[config.mk]
export PLATFORM = sky130hd
export DESIGN_NAME = product_accumulator
export DESIGN_NICKNAME = d
export VERILOG_FILES = /design/src/rtl/product_accumulator_pkg.sv /design/src/rtl/product_accumulator_acc_sat_adder.sv /design/src/rtl/product_accumulator.sv
export SDC_FILE = /design/constraint.sdc
export NUM_CORES = 1
export LEC_CHECK = 0
export BUFFER_PORTS_ARGS = -buffer_cell sky130_fd_sc_hd__clkbuf_2
export CORE_UTILIZATION = 58
export CTS_CLUSTER_DIAMETER = 150
export CTS_CLUSTER_SIZE = 12
export DETAILED_ROUTE_END_ITERATION = 7
export PLACE_DENSITY = 0.92
export SLEW_MARGIN = 10
export SYNTH_ARGS = -nofsm -noshare
export SYNTH_HDL_FRONTEND = slang
export SYNTH_SLANG_ARGS = --single-unit
[constraint.sdc]
create_clock -name clk -period 5.1 [get_ports clk]
set_clock_uncertainty 0.2 [all_clocks]
set_input_delay 0.765 -clock clk [delete_from_list [all_inputs] [get_ports clk]]
set_output_delay 0.765 -clock clk [all_outputs]
set_load 0.01 [all_outputs]
[src/rtl/product_accumulator_pkg.sv]
// Shared types and default widths for the product accumulator and its adder.
package product_accumulator_pkg;

    typedef enum logic [1:0] {
        ST_IDLE  = 2'd0,
        ST_ACCUM = 2'd1,
        ST_DONE  = 2'd2
    } acc_state_e;

    localparam int PROD_W_DEF = 8;
    localparam int LEN_W_DEF  = 4;
    localparam int ACC_W_DEF  = 12;

    // Largest product a 4x4 unsigned multiplier can deliver (15*15).
    localparam int MAX_PROD = 225;

endpackage

[src/rtl/product_accumulator_acc_sat_adder.sv]
// Accumulator adder: sum computed one bit wider than the accumulator so the
// carry flags overflow; optionally clamps the result to all-ones.
module acc_sat_adder #(
    parameter int ACC_W    = 12,
    parameter int PROD_W   = 8,
    parameter bit SATURATE = 1'b1
) (
    input  logic [ACC_W-1:0]  acc_in,
    input  logic [PROD_W-1:0] prod_in,
    output logic [ACC_W-1:0]  sum,
    output logic              carry
);

    logic [ACC_W:0] sum_full;

    always_comb begin
        sum_full = {1'b0, acc_in} + (ACC_W + 1)'(prod_in);
        carry    = sum_full[ACC_W];
        if (carry && SATURATE) begin
            sum = '1;
        end else begin
            sum = sum_full[ACC_W-1:0];
        end
    end

endmodule

[src/rtl/product_accumulator.sv]
// Dot-product accumulator downstream of the 4x4 multiplier: sums a programmed
// number of products and hands the result out over a valid/ready handshake.
module product_accumulator
    import product_accumulator_pkg::*;
#(
    parameter int PROD_W   = PROD_W_DEF,
    parameter int LEN_W    = LEN_W_DEF,
    parameter int ACC_W    = ACC_W_DEF,
    parameter bit SATURATE = 1'b1
) (
    input  logic              clk,
    input  logic              rst,
    input  logic              start,
    input  logic              abort,
    input  logic [LEN_W-1:0]  len,
    input  logic [PROD_W-1:0] prod_in,
    input  logic              prod_valid,
    output logic              prod_ready,
    output logic [ACC_W-1:0]  acc_out,
    output logic              acc_valid,
    input  logic              acc_ready,
    output logic              busy,
    output logic              overflow
);

    acc_state_e        state_q, state_d;
    logic [ACC_W-1:0]  acc_q, acc_d;
    logic [LEN_W-1:0]  count_q, count_d;
    logic [LEN_W-1:0]  len_q, len_d;
    logic              overflow_q, overflow_d;

    logic [ACC_W-1:0]  add_sum;
    logic              add_carry;

    acc_sat_adder #(
        .ACC_W    (ACC_W),
        .PROD_W   (PROD_W),
        .SATURATE (SATURATE)
    ) u_adder (
        .acc_in  (acc_q),
        .prod_in (prod_in),
        .sum     (add_sum),
        .carry   (add_carry)
    );

    always_ff @(posedge clk or posedge rst) begin
        if (rst) begin
            state_q    <= ST_IDLE;
            acc_q      <= '0;
            count_q    <= '0;
            len_q      <= '0;
            overflow_q <= 1'b0;
        end else begin
            state_q    <= state_d;
            acc_q      <= acc_d;
            count_q    <= count_d;
            len_q      <= len_d;
            overflow_q <= overflow_d;
        end
    end

    always_comb begin
        state_d    = state_q;
        acc_d      = acc_q;
        count_d    = count_q;
        len_d      = len_q;
        overflow_d = overflow_q;

        // abort wins over start and over any product offered this cycle
        if (abort) begin
            state_d    = ST_IDLE;
            acc_d      = '0;
            count_d    = '0;
            overflow_d = 1'b0;
        end else begin
            case (state_q)
                ST_IDLE: begin
                    if (start) begin
                        len_d      = len;
                        acc_d      = '0;
                        count_d    = '0;
                        overflow_d = 1'b0;
                        state_d    = (len != '0) ? ST_ACCUM : ST_DONE;
                    end
                end
                ST_ACCUM: begin
                    if (prod_valid) begin
                        acc_d   = add_sum;
                        count_d = count_q + LEN_W'(1);
                        if (add_carry) begin
                            overflow_d = 1'b1;
                        end
                        if (count_q == len_q - LEN_W'(1)) begin
                            state_d = ST_DONE;
                        end
                    end
                end
                ST_DONE: begin
                    if (acc_ready) begin
                        state_d = ST_IDLE;
                    end
                end
                default: begin
                    state_d = ST_IDLE;
                end
            endcase
        end
    end

    assign prod_ready = (state_q == ST_ACCUM);
    assign acc_valid  = (state_q == ST_DONE);
    assign busy       = (state_q != ST_IDLE);
    assign acc_out    = acc_q;
    assign overflow   = overflow_q;

endmodule

==> metrics.log <==
INFO  metric gate_count_of_the_mapped_netlist = approximately 170
INFO  metric floorplan.io_pins = 34
INFO  metric std_cell_rows = 18
INFO  metric post_synth_and_or_nand_nor_area_fraction = 0.134
INFO  metric synth.cell_area = 0.00155 mm2
INFO  metric cts.sinks = 23
INFO  metric number_of_storage_elements_in_the_synthesis_netlist = 23
INFO  metric final-setup-viol-count = 0
INFO  metric gp_routability_congestion = 0.881
INFO  metric synth.cells.most_frequent = dfrtp_1 (23), nand2_1 (20), o21ai_0 (14)
INFO  metric post_drt_wl_per_cell = 14.5 um
INFO  metric worst_pin_slew = between 800 and 900 ps
INFO  metric placed_cells_incl_taps = 223
INFO  metric powerDensity = 333 mW/mm2
INFO  metric cellLeakagePower = roughly 0.89 nW
INFO  metric final.period_utilization = 0.519
INFO  metric timing.critical_path.required = 5120 ps
INFO  metric timing.critical_path.buf_inv = 1
INFO  metric layout-drive-gt1-share = 0.254
INFO  metric layout_min_cycle_time = 2650 ps
INFO  metric irDropWorstVdd = 0.320 mV
INFO  metric vias_in_the_first_global_route = 1224
INFO  metric post_synth_num_cell_types = 51
INFO  metric critPathLaunchType = input port
INFO  metric synth.top_cells.by_area = dfrtp_1 (37%), ha_1 (8.1%), nand2_1 (4.8%)
INFO  metric synth.net_count = 194
INFO  metric outcome = finished clean
INFO  metric grt_first_pass_wirelength = roughly 5.2 mm
INFO  metric cts_tree = yes
INFO  metric maxCapViolCount = 0
INFO  metric postSynth.asyncResetShare = 1.00
INFO  metric rsz0062_at_grt = no
INFO  metric largest_family_of_logic_cells_by_synthesized_area = compound AO/OA/AOI/OAI gates
INFO  metric floorplan.die_area = about 0.0029 mm2
INFO  metric post_cts_hold_buffer_count = 0
INFO  metric synth_xor_area_frac = 0.0451
INFO  metric post-synth-top-area-cell = dfrtp_1
INFO  metric overflow = 0
INFO  metric drt_first_iter_violations = 38
INFO  metric path_cells = clkbuf_2 > ha_1 > fa_1 > a211o_1 > a21oi_4 > a211oi_2 > o32a_2
INFO  metric worst_slew_margin_rel = 0.430
INFO  metric synth-edff-count = 0
INFO  metric initial_core_util = 0.622
INFO  metric worst-setup-path-type = input port to flop
INFO  metric post_cts_resized = 0
INFO  metric yosys_warnings = 0
INFO  metric drt_drc_violations_left = 0
INFO  metric post_cts_buffers = 0
INFO  metric cts_inserted_buffers = 3
INFO  metric groute.usage.overall = 0.250
INFO  metric drt-total-wl = between 3 and 4 mm
INFO  metric placement.io_buffers = 33
INFO  metric critical-path-slowest-cell = fa_1
INFO  metric routed_via_density = approximately 6.0
INFO  metric yosysTopAreaCellShare = 0.370
INFO  metric cts_buffer_depth = 2
INFO  metric synth-compound-area-share = 0.279
INFO  metric core_region_area = 0.00250 mm2
INFO  metric syn2layout_area_growth = 12.4%
INFO  metric worst_path_dominant_cell_family = compound AO/OA/AOI/OAI gates
INFO  metric crit_path_end_kind = flop
INFO  metric firstDrtPassIters = 4
INFO  metric yosys.area_share.adder = 0.0934
INFO  metric cts_root_buffer = clkbuf_4
INFO  metric critPathMaxFanout = 11
INFO  metric synthMostInstantiatedCell = dfrtp_1
INFO  metric htree_num_levels = 1
INFO  metric final_net_count = 227
INFO  metric ys.flop_type = dfrtp_1
INFO  metric num_antenna_cells = 0
INFO  metric die-width = 53.8 um
INFO  metric finish.cell_count_without_fillers = 227
INFO  metric floorplan.die.height = 53.8 um
INFO  metric critical_path_arrival = between 2000 and 3000 ps
INFO  metric placedInstanceArea = 0.00172 mm2
INFO  metric fmax = 378 MHz
INFO  metric synth.avg_cell_area = 9.42 um2
INFO  metric vias = between 1000 and 1500
INFO  metric stdcell_area = 0.00175 mm2
INFO  metric ant_nets = 0
INFO  metric clk_transition_reported_paths = 130 ps
INFO  metric ys_seq_area_frac = 0.370
INFO  metric insertion_delay = 320 ps
INFO  metric fin_setup_tns = 0 ps
INFO  metric initial_antenna_violation_count = 0
INFO  metric post-route-util = 0.699
INFO  metric cpPeakStageDelay = 430 ps
INFO  metric synth_mux_area_frac = 0.0346
INFO  metric hp-class = flop to flop
INFO  metric finalHoldViolations = 0
INFO  metric hpwl_after_detailed_placement = 2.55 mm
INFO  metric grt_max_degree = 24
INFO  metric report.final.slew_viol_count = 0
state kept, by name (all words and copies together) (netlist names):
name / flops
state_q: 2
overflow: 1
acc_out: 12
len_q: 4
count_q: 4
cells in the final DEF (no fill, tap or decap), drive strengths merged, types with 2 or more instances in the layout:
cell type  instances
clkbuf            36
dfrtp             23
nand2             20
o21ai             16
a21oi             14
ha                10
inv                8
nor2               7
nand3              5
xnor2              4
xor2               4
a21o               4
a211oi             4
a31oi              3
nor3               3
mux2               3
nand4              2
mux2i              2
o22a               2
a221oi             2
nand2b             2
o21bai             2
o41ai              2
layout make-up:
| type | count | area [um2] |
|---|---|---|
| Multi-Input combinational cell | 129 | 911 |
| Fill cell | 195 | 753 |
| Sequential cell | 23 | 576 |
| Timing Repair Buffer | 33 | 165 |
| Tap cell | 30 | 37.5 |
| Inverter | 8 | 30.0 |
| Clock buffer | 3 | 22.5 |
| Clock inverter | 1 | 5.00 |
cells by family (layout without fill, tap and decap cells):
| kind of cell | after synthesis | after routing |
|---|---|---|
| compound gates | 61 | 61 |
| simple gates | 44 | 44 |
| mux | 5 | 5 |
| xor+xnor | 8 | 8 |
| buf+inv | 13 | 45 |
| fa+ha+maj | 11 | 11 |
| flops | 23 | 23 |
per-layer routing:
layer,share of wire,up-vias,routed length [um],GRT usage
li1,-,676,-,-
met1,0.45,636,1500,0.316
met2,0.49,48,1600,0.420
met3,0.042,7,138,0.0339
met4,0.017,0,57,0.110
met5,0,-,0,0
where the power goes:
| part | internal [W] | total [W] | switching (W) | leakage [nW] |
|---|---|---|---|---|
| combinational | 0.000108 | 0.000244 | 0.000135 | 0.563 |
| sequential | 0.000214 | 0.000253 | 0.0000389 | 0.310 |
| clock | 0.0000294 | 0.0000858 | 0.0000564 | 0.0177 |
worst paths after layout:
path / to / startpoint / cells past startpoint / slack (ps)
max in group asynchronous: acc_out[3] / rst / 2 / 3800
hold reg to reg: acc_out[4] / acc_out[4] / 2 / 320
hold / removal: acc_out[4] / acc_out[4] / 2 / 320
setup reg to reg: acc_out[6] / acc_out[0] / 6 / 2570
setup / recovery: acc_out[6] / prod_in[0] / 7 / 2450
min in group asynchronous: acc_out[6] / rst / 2 / 380
metrics by stage:
| stage | power (W) | worst slack (ps) | hold slack [ps] |
|---|---|---|---|
| floorplan | 0.000441 | 2340 | 274 |
| global placement | 0.000487 | 2180 | 282 |
| detailed placement | 0.000498 | 2100 | 295 |
| CTS | 0.000583 | 2450 | 325 |
| global route | 0.000621 | 2360 | 364 |
| finish | 0.000582 | 2450 | 321 |
worst min-delay path: cells and delay by family (launching register included):
family	cells	cell delay, ps
DFF	1	390
and+or+nand+nor	2	110
Note: power is estimated with default switching activity, not from simulation.
